===== src/rtl/key_event_instruction_injector_pkg.sv =====
// Shared types for the key event instruction injector: addi encoding and instruction layout.
package key_event_instruction_injector_pkg;

    localparam logic [4:0] OPC_ADDI = 5'd5;
    localparam logic [4:0] REG_ZERO = 5'd0;
    localparam int unsigned INST_W  = 32;
    localparam int unsigned IMM_W   = 17;

    // Field positions: opcode [31:27], rd [26:22], rs [21:17], imm [16:0]
    typedef struct packed {
        logic [4:0]       opcode;
        logic [4:0]       rd;
        logic [4:0]       rs;
        logic [IMM_W-1:0] imm;
    } instr_t;

    function automatic instr_t make_addi(input logic [4:0] rd, input logic imm_bit);
        instr_t w;
        w.opcode = OPC_ADDI;
        w.rd     = rd;
        w.rs     = REG_ZERO;
        w.imm    = IMM_W'(imm_bit);
        return w;
    endfunction

endpackage


===== src/rtl/key_event_instruction_injector_if.sv =====
// Valid/ready instruction offer from the injector to the CPU fetch path.
interface key_event_instruction_injector_if;
    import key_event_instruction_injector_pkg::*;

    logic              inst_valid;
    logic              inst_ready;
    logic [INST_W-1:0] instruction;

    modport master (output inst_valid, output instruction, input inst_ready);
    modport slave  (input inst_valid, input instruction, output inst_ready);
endinterface


===== src/rtl/key_event_instruction_injector_key_debouncer.sv =====
// One key channel: 2-flop synchroniser, stability counter, debounced level and edge pulses.
module key_debouncer #(
    parameter int unsigned DEBOUNCE_CYCLES = 16
) (
    input  logic clock,
    input  logic reset,
    input  logic key_raw,
    output logic key_state,
    output logic press_c,
    output logic release_c
);
    localparam int unsigned CNT_W = $clog2(DEBOUNCE_CYCLES + 1);

    logic             sync1_q;
    logic             sync2_q;
    logic             deb_q;
    logic [CNT_W-1:0] cnt_q;
    logic             flip_c;

    // Level accepted once it has differed from the debounced value DEBOUNCE_CYCLES samples in a row
    assign flip_c    = (sync2_q != deb_q) && (cnt_q == CNT_W'(DEBOUNCE_CYCLES - 1));
    assign press_c   = flip_c && !deb_q;
    assign release_c = flip_c && deb_q;
    assign key_state = deb_q;

    always_ff @(posedge clock) begin
        if (reset) begin
            sync1_q <= 1'b0;
            sync2_q <= 1'b0;
            deb_q   <= 1'b0;
            cnt_q   <= '0;
        end else begin
            sync1_q <= key_raw;
            sync2_q <= sync1_q;
            if (sync2_q == deb_q) begin
                cnt_q <= '0;
            end else if (flip_c) begin
                deb_q <= ~deb_q;
                cnt_q <= '0;
            end else begin
                cnt_q <= cnt_q + CNT_W'(1);
            end
        end
    end
endmodule


===== src/rtl/key_event_instruction_injector.sv =====
// Key events to addi injections with per-key pending state and round-robin arbitration.
// Optional feature macro: KEY_RELEASE_EN (release edges inject an immediate-0 addi).
module key_event_instruction_injector
    import key_event_instruction_injector_pkg::*;
#(
    parameter int unsigned NUM_KEYS        = 4,
    parameter int unsigned BASE_REG        = 26,
    parameter int unsigned DEBOUNCE_CYCLES = 16
) (
    input  logic                   clock,
    input  logic                   reset,
    input  logic [NUM_KEYS-1:0]    key_raw,
    key_event_instruction_injector_if.master inst_if,
    output logic [NUM_KEYS-1:0]    key_state,
    output logic [15:0]            coalesced_count
);
    localparam int unsigned IDX_W = (NUM_KEYS > 1) ? $clog2(NUM_KEYS) : 1;
`ifdef KEY_RELEASE_EN
    localparam logic RELEASE_EN = 1'b1;
`else
    localparam logic RELEASE_EN = 1'b0;
`endif

    if (NUM_KEYS < 1 || NUM_KEYS > 8) begin : g_bad_num_keys
        $error("NUM_KEYS must be in 1..8");
    end
    if (BASE_REG + NUM_KEYS - 1 > 31) begin : g_bad_base_reg
        $error("BASE_REG+NUM_KEYS-1 exceeds register 31");
    end
    if (DEBOUNCE_CYCLES < 1) begin : g_bad_debounce
        $error("DEBOUNCE_CYCLES must be at least 1");
    end

    logic [NUM_KEYS-1:0] press_c;
    logic [NUM_KEYS-1:0] release_c;

    for (genvar g = 0; g < NUM_KEYS; g++) begin : g_key
        key_debouncer #(.DEBOUNCE_CYCLES(DEBOUNCE_CYCLES)) u_deb (
            .clock     (clock),
            .reset     (reset),
            .key_raw   (key_raw[g]),
            .key_state (key_state[g]),
            .press_c   (press_c[g]),
            .release_c (release_c[g])
        );
    end

    logic [NUM_KEYS-1:0] pending_q, pending_n;
    logic [NUM_KEYS-1:0] pend_val_q, pend_val_n;
    logic [IDX_W-1:0]    rr_q, rr_n;
    logic                valid_q, valid_n;
    instr_t              instr_q, instr_n;
    logic [15:0]         coal_q, coal_n;

    logic                load_ok;
    logic                found;
    logic                grant;
    logic [IDX_W-1:0]    gidx;
    logic [IDX_W-1:0]    cand;
    logic [3:0]          n_coal;
    logic [16:0]         coal_sum;

    always_comb begin
        load_ok    = !valid_q || inst_if.inst_ready;
        found      = 1'b0;
        gidx       = '0;
        cand       = '0;
        pending_n  = pending_q;
        pend_val_n = pend_val_q;
        n_coal     = '0;
        valid_n    = valid_q;
        instr_n    = instr_q;
        rr_n       = rr_q;

        // First pending key at or after rr_q+1, wrapping
        for (int k = 1; k <= int'(NUM_KEYS); k++) begin
            cand = IDX_W'((32'(rr_q) + 32'(k)) % NUM_KEYS);
            if (!found && pending_q[cand]) begin
                found = 1'b1;
                gidx  = cand;
            end
        end
        grant = load_ok && found;

        if (grant) begin
            pending_n[gidx] = 1'b0;
        end

        // A new edge always wins over the grant clear; only overwrites of ungranted entries count
        for (int i = 0; i < int'(NUM_KEYS); i++) begin
            if (press_c[i] || (release_c[i] && RELEASE_EN)) begin
                if (pending_q[i] && !(grant && gidx == IDX_W'(i))) begin
                    n_coal = n_coal + 4'd1;
                end
                pending_n[i]  = 1'b1;
                pend_val_n[i] = press_c[i];
            end
        end

        if (load_ok) begin
            valid_n = found;
            if (found) begin
                instr_n = make_addi(5'(BASE_REG + 32'(gidx)), pend_val_q[gidx]);
                rr_n    = gidx;
            end
        end

        coal_sum = 17'(coal_q) + 17'(n_coal);
        coal_n   = coal_sum[16] ? 16'hFFFF : coal_sum[15:0];
    end

    always_ff @(posedge clock) begin
        if (reset) begin
            pending_q  <= '0;
            pend_val_q <= '0;
            rr_q       <= IDX_W'(NUM_KEYS - 1);
            valid_q    <= 1'b0;
            instr_q    <= '0;
            coal_q     <= '0;
        end else begin
            pending_q  <= pending_n;
            pend_val_q <= pend_val_n;
            rr_q       <= rr_n;
            valid_q    <= valid_n;
            instr_q    <= instr_n;
            coal_q     <= coal_n;
        end
    end

    assign inst_if.inst_valid  = valid_q;
    assign inst_if.instruction = instr_q;
    assign coalesced_count     = coal_q;
endmodule

===== src/flat_wrapper.sv =====
// flat-port wrapper written by rule: the top's interface ports become plain ports
module key_event_instruction_injector_flat import key_event_instruction_injector_pkg::*;
#(
    parameter int unsigned NUM_KEYS        = 4,
    parameter int unsigned BASE_REG        = 26,
    parameter int unsigned DEBOUNCE_CYCLES = 16
)
  (clock, reset, key_raw, key_state, coalesced_count, inst_if_inst_valid, inst_if_instruction, inst_if_inst_ready);
  key_event_instruction_injector_if inst_if_i ();
  input  logic clock;
  input  logic reset;
  input  logic [NUM_KEYS-1:0] key_raw;
  output logic [NUM_KEYS-1:0] key_state;
  output logic [15:0] coalesced_count;
  output wire logic [$bits(inst_if_i.inst_valid)-1:0] inst_if_inst_valid;
  output wire logic [$bits(inst_if_i.instruction)-1:0] inst_if_instruction;
  input wire logic [$bits(inst_if_i.inst_ready)-1:0] inst_if_inst_ready;
  assign inst_if_inst_valid = inst_if_i.inst_valid;
  assign inst_if_instruction = inst_if_i.instruction;
  assign inst_if_i.inst_ready = inst_if_inst_ready;
  key_event_instruction_injector #(.NUM_KEYS(NUM_KEYS), .BASE_REG(BASE_REG), .DEBOUNCE_CYCLES(DEBOUNCE_CYCLES)) u_core (.clock(clock), .reset(reset), .key_raw(key_raw), .inst_if(inst_if_i), .key_state(key_state), .coalesced_count(coalesced_count));
endmodule

===== config.mk =====
export PLATFORM = sky130hd
export DESIGN_NAME = key_event_instruction_injector_flat
export DESIGN_NICKNAME = d
export VERILOG_FILES = /design/src/rtl/key_event_instruction_injector_pkg.sv /design/src/rtl/key_event_instruction_injector_if.sv /design/src/rtl/key_event_instruction_injector_key_debouncer.sv /design/src/rtl/key_event_instruction_injector.sv /design/src/flat_wrapper.sv
export SDC_FILE = /design/constraint.sdc
export NUM_CORES = 1
export LEC_CHECK = 0
export ABC_AREA = 1
export ABC_CLOCK_PERIOD_IN_PS = 5500
export CAP_MARGIN = 10
export CORE_MARGIN = 2
export CORE_UTILIZATION = 45
export DETAILED_ROUTE_END_ITERATION = 16
export GPL_TIMING_DRIVEN = 0
export HOLD_SLACK_MARGIN = 0.02
export PLACE_DENSITY_LB_ADDON = 0.1
export SLEW_MARGIN = 15
export SYNTH_ARGS = -nofsm -noshare
export SYNTH_HDL_FRONTEND = slang
export SYNTH_SLANG_ARGS = --single-unit

===== constraint.sdc =====
create_clock -name clock -period 5.5 [get_ports clock]
set_input_delay 1.1 -clock clock [delete_from_list [all_inputs] [get_ports clock]]
set_output_delay 1.1 -clock clock [all_outputs]
set_load 0.01 [all_outputs]

## Word-level counts from Yosys, hierarchy flattened

Index checks and enable logic that the tools add are counted.

- Flip-flop bits (word level): 66
- Latch bits: 0
- RAM bits: 0
- ROM bits: 0
- Bits of input ports: 7
- Output and inout bits: 53
- Memories: 0

- Add/sub/neg operators: 13
- Multiply operators: 0
- Divide/modulo/power cells: 0
- Magnitude comparators: 6
- Equal/unequal tests: 15
- Shifts and indexed selects: 0
- Mux-type cells: 34
- Bitwise operators: 10
- Reduce and logical (&&, ||, !) cells: 48

Operator list:

| cell | number |
|---|---|
| two-way mux 4 bit | 8 |
| logical AND 1 bit | 21 |
| adder 5 x 1 -> 5 bit, second input constant | 4 |
| equality test 5 x 4 -> 1 bit, second input constant | 4 |
| adder 16 x 4 -> 17 bit | 1 |
| two-way mux 16 bit | 1 |
| < comparator 2 x 3 -> 1 bit, second input constant | 5 |
| two-way mux 1 bit | 15 |
| adder 4 x 1 -> 4 bit, second input constant | 3 |
| zero test 1 bit | 12 |
| OR reduction 3 bit | 4 |
| binary-select mux 1 bit (select 2 bit) | 5 |
| AND reduction 2 bit | 5 |
| two-way mux 2 bit | 4 |
| inverter 1 bit | 8 |
| nonzero test 2 bit | 4 |
| adder 5 x 2 -> 5 bit, first input constant | 1 |
| adder 2 x 1 -> 2 bit, second input constant | 2 |
| adder 2 bit, second input constant | 2 |
| AND 4 bit | 1 |
| equality test 1 bit | 4 |
| equality test 2 bit, second input constant | 2 |
| inequality test 1 bit | 4 |
| inverter 4 bit | 1 |
| other kinds (5) | 5 |

## Logic depth before layout (Yosys ltp)

Gate-level depths: netlist of the first run.

- Depth in word-level cells: 30
- Gate-level depth with buffers: 38
- Depth with buffers taken out: 36

## Hierarchy

Synthesis of the first run repeated with hierarchy kept, for this count alone.

- Cells, all modules: 481
- Area, all modules: 3,513.4 um2

By module, submodules not included:

| module | times used | cells each | area each (um2) | seq. area each (um2) |
|---|---|---|---|---|
| key_event_instruction_injector | 1 | 313 | 2,202.1 | 640.6 |
| key_debouncer | 4 | 42 | 327.8 | 160.2 |

## Worst setup path before layout of the first run

No wires, ideal clock.

- Path kind: in2reg
- Start: in inst_if_inst_ready
- End: reg u_core.coal_q[10] (netlist: u_core.coalesced_count[10])
- Library setup time: 0.058 ns
- Arrival time: 4.551 ns
- Data required time: 5.442 ns
- Setup slack: 0.891 ns
- Cell stages on the path: 28
- Buffers on the path: 0
- Cell sequence: nor2_1 -> inv_1 -> nand2_4 -> inv_4 -> nand3_2 -> nand3_1 -> inv_1 -> ha_1 -> inv_1 -> nor3b_1 -> nand4_1 -> nand2_1 -> inv_1 -> ha_1 -> or2_1 -> nand2_1 -> fa_1 -> o21ai_2 -> nand2_1 -> nor2_1 -> nand3_1 -> nor2_1 -> nand4_2 -> nor3_2 -> nand2_2 -> inv_2 -> o21ai_0 -> inv_1

- Cells in the longest elaborated chain, start to end: 18
- Elaborated cells on any way between the ends: 27
- Those cells by class: add/sub: 4; mux: 9; reduce/logical: 14

Ends and longest elaborated chain:

| what | line | text |
|---|---|---|
| start, declared | flat_wrapper.sv:17 | `input wire logic [$bits(inst_if_i.inst_ready)-1:0] inst_if_inst_ready;` |
| logical OR 1 bit (*) | key_event_instruction_injector.sv:64 | `load_ok = !valid_q \|\| inst_if.inst_ready;` |
| logical AND 1 bit (*) | key_event_instruction_injector.sv:83 | `grant = load_ok && found;` |
| logical AND 1 bit | key_event_instruction_injector.sv:92 | `if (pending_q[i] && !(grant && gidx == IDX_W'(i))) begin` |
| zero test 1 bit | key_event_instruction_injector.sv:92 |  |
| logical AND 1 bit | key_event_instruction_injector.sv:92 |  |
| two-way mux 1 bit | key_event_instruction_injector.sv:92 |  |
| two-way mux 4 bit | key_event_instruction_injector.sv:91 | `if (press_c[i] \|\| (release_c[i] && RELEASE_EN)) begin` |
| adder 4 x 1 -> 4 bit | key_event_instruction_injector.sv:93 | `n_coal = n_coal + 4'd1;` |
| [... 2 more ...] | n/a |  |
| adder 4 x 1 -> 4 bit | key_event_instruction_injector.sv:93 |  |
| two-way mux 4 bit | key_event_instruction_injector.sv:92 |  |
| two-way mux 4 bit | key_event_instruction_injector.sv:91 |  |
| adder 4 x 1 -> 4 bit | key_event_instruction_injector.sv:93 |  |
| two-way mux 4 bit | key_event_instruction_injector.sv:92 |  |
| two-way mux 4 bit (*) | key_event_instruction_injector.sv:91 |  |
| adder 16 x 4 -> 17 bit (*) | key_event_instruction_injector.sv:108 | `coal_sum = 17'(coal_q) + 17'(n_coal);` |
| two-way mux 16 bit (*) | key_event_instruction_injector.sv:109 | `coal_n = coal_sum[16] ? 16'hFFFF : coal_sum[15:0];` |
| end signal, assigned | key_event_instruction_injector.sv:126 | `coal_q <= coal_n;` |
| end, declared | key_event_instruction_injector.sv:53 | `logic [15:0] coal_q, coal_n;` |

Every way passes the cells marked *; elsewhere a longest branch is shown, timed or not.
A chain may end at the register's enable or synchronous reset.

## Worst setup path after layout of the first run

- Start: in inst_if_inst_ready
- End: reg u_core.coal_q[7] (netlist: u_core.coalesced_count[7])

The elaborated chain is that of the path after synthesis.

==> metrics.txt, run 1 <==
Worst-Skew Late Latency=0.34 ns; worst r2r dst=u_core.coalesced_count[7]; Synth Register Bits=64; Overflow after GRT=0; Combinational Power Share=around a quarter; I/O pins=60; sw frac=a little under a third; hold path start=u_core.g_key[3].u_deb.sync1_q; max frequency=197 MHz; GR Util All Layers=15.5%; critical path class=primary input to flop; # fillers=around 720; fin nets=approximately 520; Die X=approximately 90 um; TNS Setup=0 ns; sw power=about 0.37 mW; Worst Skew=between 0.009 and 0.01 ns; mean area per synthesized cell=just under 8 sq um; hold-critical path endpoint=u_core.g_key[3].u_deb.sync2_q; HPWL Detailed=4570 um; Placer Congestion=0.773; crit share post-route=92.2%; Pwr Density=between 200 and 300 mW/mm^2; crit-path max FO=10; Setup crit end kind=flop; worst slew pin tran=around 0.55 ns; drt wl/cell=approximately 10 um; Worst Hold Class=flop to flop; post-synthesis instance area=between 0.003 and 0.004 sq mm; Slew headroom=63.1%; worst setup margin=between 0.4 and 0.5 ns; Internal=roughly 0.83 mW; routed wire length=about 6000 um; MaxCap Viol Count=0; Pwr Total=1.20 mW; Arr. time, crit path=roughly 5.4 ns; Post-Place Setup Slack=-0.225 ns; layout cell share with drive strength beyond 1=a little under a fifth; DRT antenna net count=0; most used cell along the critical path=inv_1; DR iter-0 viols=91; Worst VDD drop=around 0.15 mV; DRC errors left=0; post-synthesis sequential area ratio=38.5%; number of buffers created by CTS=9; Unique masters post-synth=40; Initial Util=a little under half; R2R Setup Slk=around 0.7 ns; core area=0.00721 sq mm; run status=complete, no violations; iteration count of the initial detailed-routing pass=6; Antenna diodes=0; die area=~0.0081 sq mm; number of global-route vias before repair=2340; multi-input logic area=0.00162 sq mm; clock power share=32.4%; # port buffers=35; CTS Sinks=64; largest net degree at the start of global routing=12; Clock Tree Root=clkbuf_8; Clock Pin Slew Worst Setup and Hold Paths=about 0.07 ns; fin crit period=5.07 ns; Syn-to-layout area delta=24.2%; asr flop ratio synth=0%; Final Hold Viols=0; Post-CTS Hold Buffers=0; via count=around 2.7k; Worst setup SP type=primary input; Cell Rows=31; CTS H-tree lvls=3; Final Slew Violations=0; EDFF count, synth=0; reg2reg path depth=35; Final Util=a little under three fifths; worst path required time=5.78 ns; final setup vio count=0; DR vias/cell=approximately 4.4; RSZ-0062 raised after global routing=false; CP max stage cell=clkdlybuf4s50_1; reg2reg start=u_core.rr_q[0]; Top FF cell, synth=dfxtp_1; Sequential Area=approximately 0.0013 sq mm; Mapped Cells=430; initial antenna violation count=0; Chip Height=between 80 and 90 um; Syn. warnings=0; Largest stage delay, worst path=roughly 0.46 ns; Max clock buf depth=2; first-pass GRT wire length=slightly above 10000 um; leakage=about 1.9 nW; hold path cells=2; CTS tree=built; Seq pwr share=about two fifths
[kinds of logic after synthesis]
kind of cell | Yosys count | share of synthesized area (%)
and+or+nand+nor | 173 | 25.6
xor gates and xnor gates | 14 | 3.69
other | 1 | 0.113
AOI/OAI and AO/OA | 56 | 9.78
buffers and inverters | 107 | 16.4
DFF | 64 | 38.5
adders and majority gates | 15 | 5.87
[timing repair]
item,4_1_cts,5_1_grt
setup buffers,0,2
endpoints found under the setup margin,0,14
endpoints found under the hold margin,0,0
gates resized for setup,0,7
[sequential cells by signal, indices dropped and copies added, names as in the netlist]
name / flops
u_core.inst_if.instruction: 5
u_core.rr_q: 2
u_core.g_key.u_deb.cnt_q: 20
u_core.inst_if.inst_valid: 1
u_core.g_key.u_deb.key_state: 4
u_core.pend_val_q: 4
u_core.g_key.u_deb.sync1_q: 4
u_core.g_key.u_deb.sync2_q: 4
u_core.pending_q: 4
u_core.coalesced_count: 16
[area by class of cell]
cell class | count | area share [%]
Inverter | 69 | 6.45
Buffer | 38 | 6.76
Clock buffer | 11 | 3.18
Clock inverter | 5 | 1.39
Sequential cell | 64 | 31.0
Multi-Input combinational cell | 283 | 39.3
Tap cell | 99 | 3.00
Timing Repair Buffer | 37 | 8.85
[metrics by stage]
step | hold WS [ns] | area, sq um | std cells
finish | 0.404 | 4130 | 606
global route | 0.418 | 4130 | 606
CTS | 0.407 | 4080 | 604
detailed placement | 0.395 | 3890 | 588
global placement | 0.391 | 3890 | 588
floorplan | 0.388 | 3420 | 454
[power by group through the flow]
| stage | logic (mW) | clock network, mW | registers, mW |
|---|---|---|---|
| 2_1_floorplan | 0.219 | 0 | 0.522 |
| 3_3_place_gp | 0.308 | 0 | 0.517 |
| 3_5_place_dp | 0.309 | 0 | 0.517 |
| 4_1_cts | 0.310 | 0.398 | 0.506 |
| 5_1_grt | 0.341 | 0.424 | 0.509 |
| 6_report | 0.308 | 0.391 | 0.506 |
[cell usage after synthesis (5+ instances only)]
master,instances,area share [%]
nor2_1,49,5.5
dfxtp_1,64,39
nand2_1,58,6.5
nand2_2,12,2.3
a21oi_1,26,3.9
inv_1,61,6.9
nor3b_1,5,1.1
o21ai_0,13,2.0
o21a_1,5,1.1
inv_2,5,0.56
buf_4,31,7.0
nand2_4,5,1.7
xor2_1,8,2.1
ha_1,14,5.3
xnor2_1,6,1.6
nand3_1,25,3.8
[cell usage in the layout (no fill, tap or decap), types with 2 or more instances in the layout]
| cell | instances |
|---|---|
| nor3_1 | 3 |
| inv_1 | 61 |
| o21bai_1 | 3 |
| nor2_2 | 2 |
| nand3_1 | 24 |
| a21oi_1 | 26 |
| nand2_1 | 58 |
| clkinv_2 | 2 |
| ha_1 | 14 |
| nor2_1 | 47 |
| o21ai_0 | 13 |
| conb_1 | 25 |
| nor3b_1 | 5 |
| o211ai_1 | 2 |
| clkbuf_1 | 6 |
| inv_2 | 5 |
| xor2_1 | 8 |
| o21a_1 | 5 |
| buf_4 | 33 |
| dfxtp_1 | 64 |
| nand2_2 | 11 |
| clkinv_4 | 2 |
| nand4_1 | 4 |
| clkdlybuf4s50_1 | 35 |
| inv_4 | 3 |
| clkbuf_8 | 9 |
| o21ai_2 | 3 |
| nor2_4 | 4 |
| nand3_2 | 4 |
| nand2_4 | 6 |
| xnor2_1 | 6 |
[worst max-delay path: cells and delay by family]
kind                     cells  cell delay, ns
AO/OA/AOI/OAI                2            0.27
adder cells (fa/ha/maj)      3            0.99
AND/OR/NAND/NOR             16            2.01
buffers and inverters        8            0.98
[per-layer routing]
metal	global-route usage (%)	wire length (um)
met2	26.6	2850
met5	0	0
met1	18.6	2820
met3	4.11	220
met4	5.77	89
[worst max-delay path by stage]
stage | startpoint | to | cells past startpoint
finish | inst_if_inst_ready | u_core.coalesced_count[7] | 29
global route | inst_if_inst_ready | u_core.coalesced_count[5] | 29
CTS | inst_if_inst_ready | u_core.coalesced_count[7] | 29
detailed placement | inst_if_inst_ready | u_core.coalesced_count[5] | 29
global placement | inst_if_inst_ready | u_core.coalesced_count[7] | 29
floorplan | inst_if_inst_ready | u_core.coalesced_count[10] | 28
Power figures use the tool's default switching activity.
==> inputs of run 2 (changes only) <==
--- a/config.mk
+++ b/config.mk
@@ -10,10 +10,13 @@
 export CAP_MARGIN = 10
 export CORE_MARGIN = 2
 export CORE_UTILIZATION = 45
+export CTS_BUF_LIST = sky130_fd_sc_hd__clkbuf_4
+export CTS_CLUSTER_DIAMETER = 80
 export DETAILED_ROUTE_END_ITERATION = 16
 export GPL_TIMING_DRIVEN = 0
 export HOLD_SLACK_MARGIN = 0.02
 export PLACE_DENSITY_LB_ADDON = 0.1
+export REMOVE_ABC_BUFFERS = 1
 export SLEW_MARGIN = 15
 export SYNTH_ARGS = -nofsm -noshare
 export SYNTH_HDL_FRONTEND = slang
==> run 2 against run 1 <==
  * Final area is 7.7% lower
  * Final cell count is 6.3% lower
  * Hold slack better by 0.0061 ns
  * Sequential power is 1% higher
  * Critical endpoint is now u_core.coalesced_count[12]
  * Wire length is 3.5% lower
  * Sequential cell count stayed put
==> metrics.txt, run 2 (synthesized netlist as in run 1, its figures left out) <==
initial antenna violation count=0 (unchanged); number of global-route vias before repair=2371 (+1.3%); Die X=90.0 um (unchanged); placed cell area=0.00361 sq mm (-7.2%); Largest stage delay, worst path=0.45 ns (about the same); Pwr Density=295 mW/mm^2 (+1.1%); number of buffers created by CTS=9 (unchanged); final setup vio count=0 (unchanged); GR Util All Layers=15.0% (-0.44 points); Cell Rows=31 (unchanged); Worst setup SP type=primary input; Final Util=52.8% (-4.4 points); iteration count of the initial detailed-routing pass=4 (-2); RSZ-0062 raised after global routing=false; DRT antenna net count=0 (unchanged); Worst Skew=0.0118 ns (+0.00276 ns); Layout Cells excl Fill=568 (-6.3%); routed wire length=5770 um (-3.5%); Antenna diodes=0 (unchanged); worst setup margin=0.480 ns (+0.0523 ns); met3 track demand over resource=3.19% (-0.92 points); layout cell share with drive strength beyond 1=12.8% (-5.4 points); TNS Setup=0 ns (unchanged); Worst VDD drop=0.138 mV (-6.1%); I/O pins=60 (unchanged); fin crit period=5.02 ns (-0.0523 ns); critical path class=primary input to flop; first-pass GRT wire length=10100 um (-1.3%); Clock Tree Root=clkbuf_4; Clock Pin Slew Worst Setup and Hold Paths=0.10 ns (+0.03 ns); Post-Place Setup Slack=-0.202 ns (+0.0224 ns); core area=0.00721 sq mm (unchanged); reg2reg start=u_core.rr_q[0]; Max clock buf depth=2 (unchanged); crit share post-route=91.3% (-0.95 points); Placer Congestion=0.717 (-7.3%); max frequency=199 MHz (+1.0%); DR iter-0 viols=90 (-1.1%); Initial Util=46.1% (unchanged); Pwr Total=1.12 mW (-6.7%); GRT met2 Usage=25.8% (-0.82 points); DRC errors left=0 (unchanged); hold-critical path endpoint=u_core.g_key[0].u_deb.sync2_q; fin nets=487 (-7.1%); worst slew pin tran=1.15 ns (+0.600 ns); crit-path max FO=10 (unchanged); reg2reg path depth=32 (-8.6%); leakage=1.70 nW (-11%); run status=complete, no violations; CTS Sinks=64 (unchanged); Syn-to-layout area delta=14.6%; Setup crit end kind=flop; Final Hold Viols=0 (unchanged); Worst-Skew Late Latency=0.40 ns (+0.06 ns); register name with the most flops=u_core.g_key.u_deb.cnt_q; Post-CTS Hold Buffers=0 (unchanged); commonest non-fill, non-tap cell in the layout=dfxtp_1; HPWL Detailed=4240 um (-7.2%); busiest grt layer=met2; CP max stage cell=clkdlybuf4s50_1; Global Route met1 Usage=18.3% (-0.33 points); R2R Setup Slk=0.62 ns (-0.08 ns); worst r2r dst=u_core.coalesced_count[12]; die area=0.00809 sq mm (unchanged); Largest register FFs=20 (unchanged); Chip Height=90.0 um (unchanged); DR vias/cell=4.55 (+3.8%); CTS tree=built; Slew headroom=22.9% (-40 points); MaxCap Viol Count=0 (unchanged); via count=2587 (-2.7%); largest net degree at the start of global routing=30 (+18); # port buffers=35 (unchanged); CTS H-tree lvls=3 (unchanged); drt wl/cell=10.2 um (+3.0%); Worst Hold Class=flop to flop; worst path required time=5.84 ns (+0.06 ns); most used cell along the critical path=inv_1; hold path start=u_core.g_key[0].u_deb.sync1_q; highest-count cells in the layout ignoring fill and taps=64 x dfxtp_1, 61 x inv_1, 58 x nand2_1; hold path cells=2 (unchanged); Arr. time, crit path=5.36 ns (about the same); fin area=0.00381 sq mm (-7.7%); Final Slew Violations=0 (unchanged); Overflow after GRT=0 (unchanged); DP Cell Count=550 (-6.5%); worst-case hold slack=0.410 ns (+0.00608 ns)
## run 2: changes by cell type in the layout (fill, tap and decap cells not counted), sizes merged
| cell | delta |
|---|---|
| buf | -33 |
| clkbuf | -5 |
| clkinv | -1 |
| bufinv | +1 |
## run 2: cell type report
type	instances	area [sq um]
Clock inverter	5	72.6
Inverter	69	267
Multi-Input combinational cell	283	1620
Clock buffer	10	75.1
Sequential cell	64	1280
Tap cell	99	124
Timing Repair Buffer	38	373
Fill cell	708	3400
## run 2: worst max-delay path: cells and delay by family
family / cells / cell delay (ns)
buf+inv: 8 / 0.99
fa+ha+maj: 3 / 0.94
simple gates: 16 / 2.06
compound gates: 2 / 0.26
## run 2: routing by layer
metal / vias up / share of wire, %
met5: - / 0
met4: 0 / 1.7
met3: 10 / 3.9
met2: 48 / 47
met1: 1160 / 47
li1: 1369 / -
## run 2: what timing repair did
action / 4_1_cts / 5_1_grt
setup endpoints to repair: 0 / 14
hold endpoints to repair: 0 / 0
buffers inserted: 0 / 3
gates resized for setup: 0 / 7
## run 2: where the power goes
group / switching, mW / internal, mW
clock: 0.163 / 0.184
combinational: 0.163 / 0.104
sequential: 0.0230 / 0.488
total: 0.348 / 0.776
## run 2: worst max path at each step
stage | end | start | cells past startpoint | slack, ns
5_1_grt | u_core.coalesced_count[5] | inst_if_inst_ready | 29 | 0.04
4_1_cts | u_core.coalesced_count[12] | inst_if_inst_ready | 29 | 0.16
3_3_place_gp | u_core.coalesced_count[7] | inst_if_inst_ready | 29 | -0.15
2_1_floorplan | u_core.coalesced_count[10] | inst_if_inst_ready | 28 | 0.88
3_5_place_dp | u_core.coalesced_count[7] | inst_if_inst_ready | 29 | -0.20
6_report | u_core.coalesced_count[12] | inst_if_inst_ready | 29 | 0.48
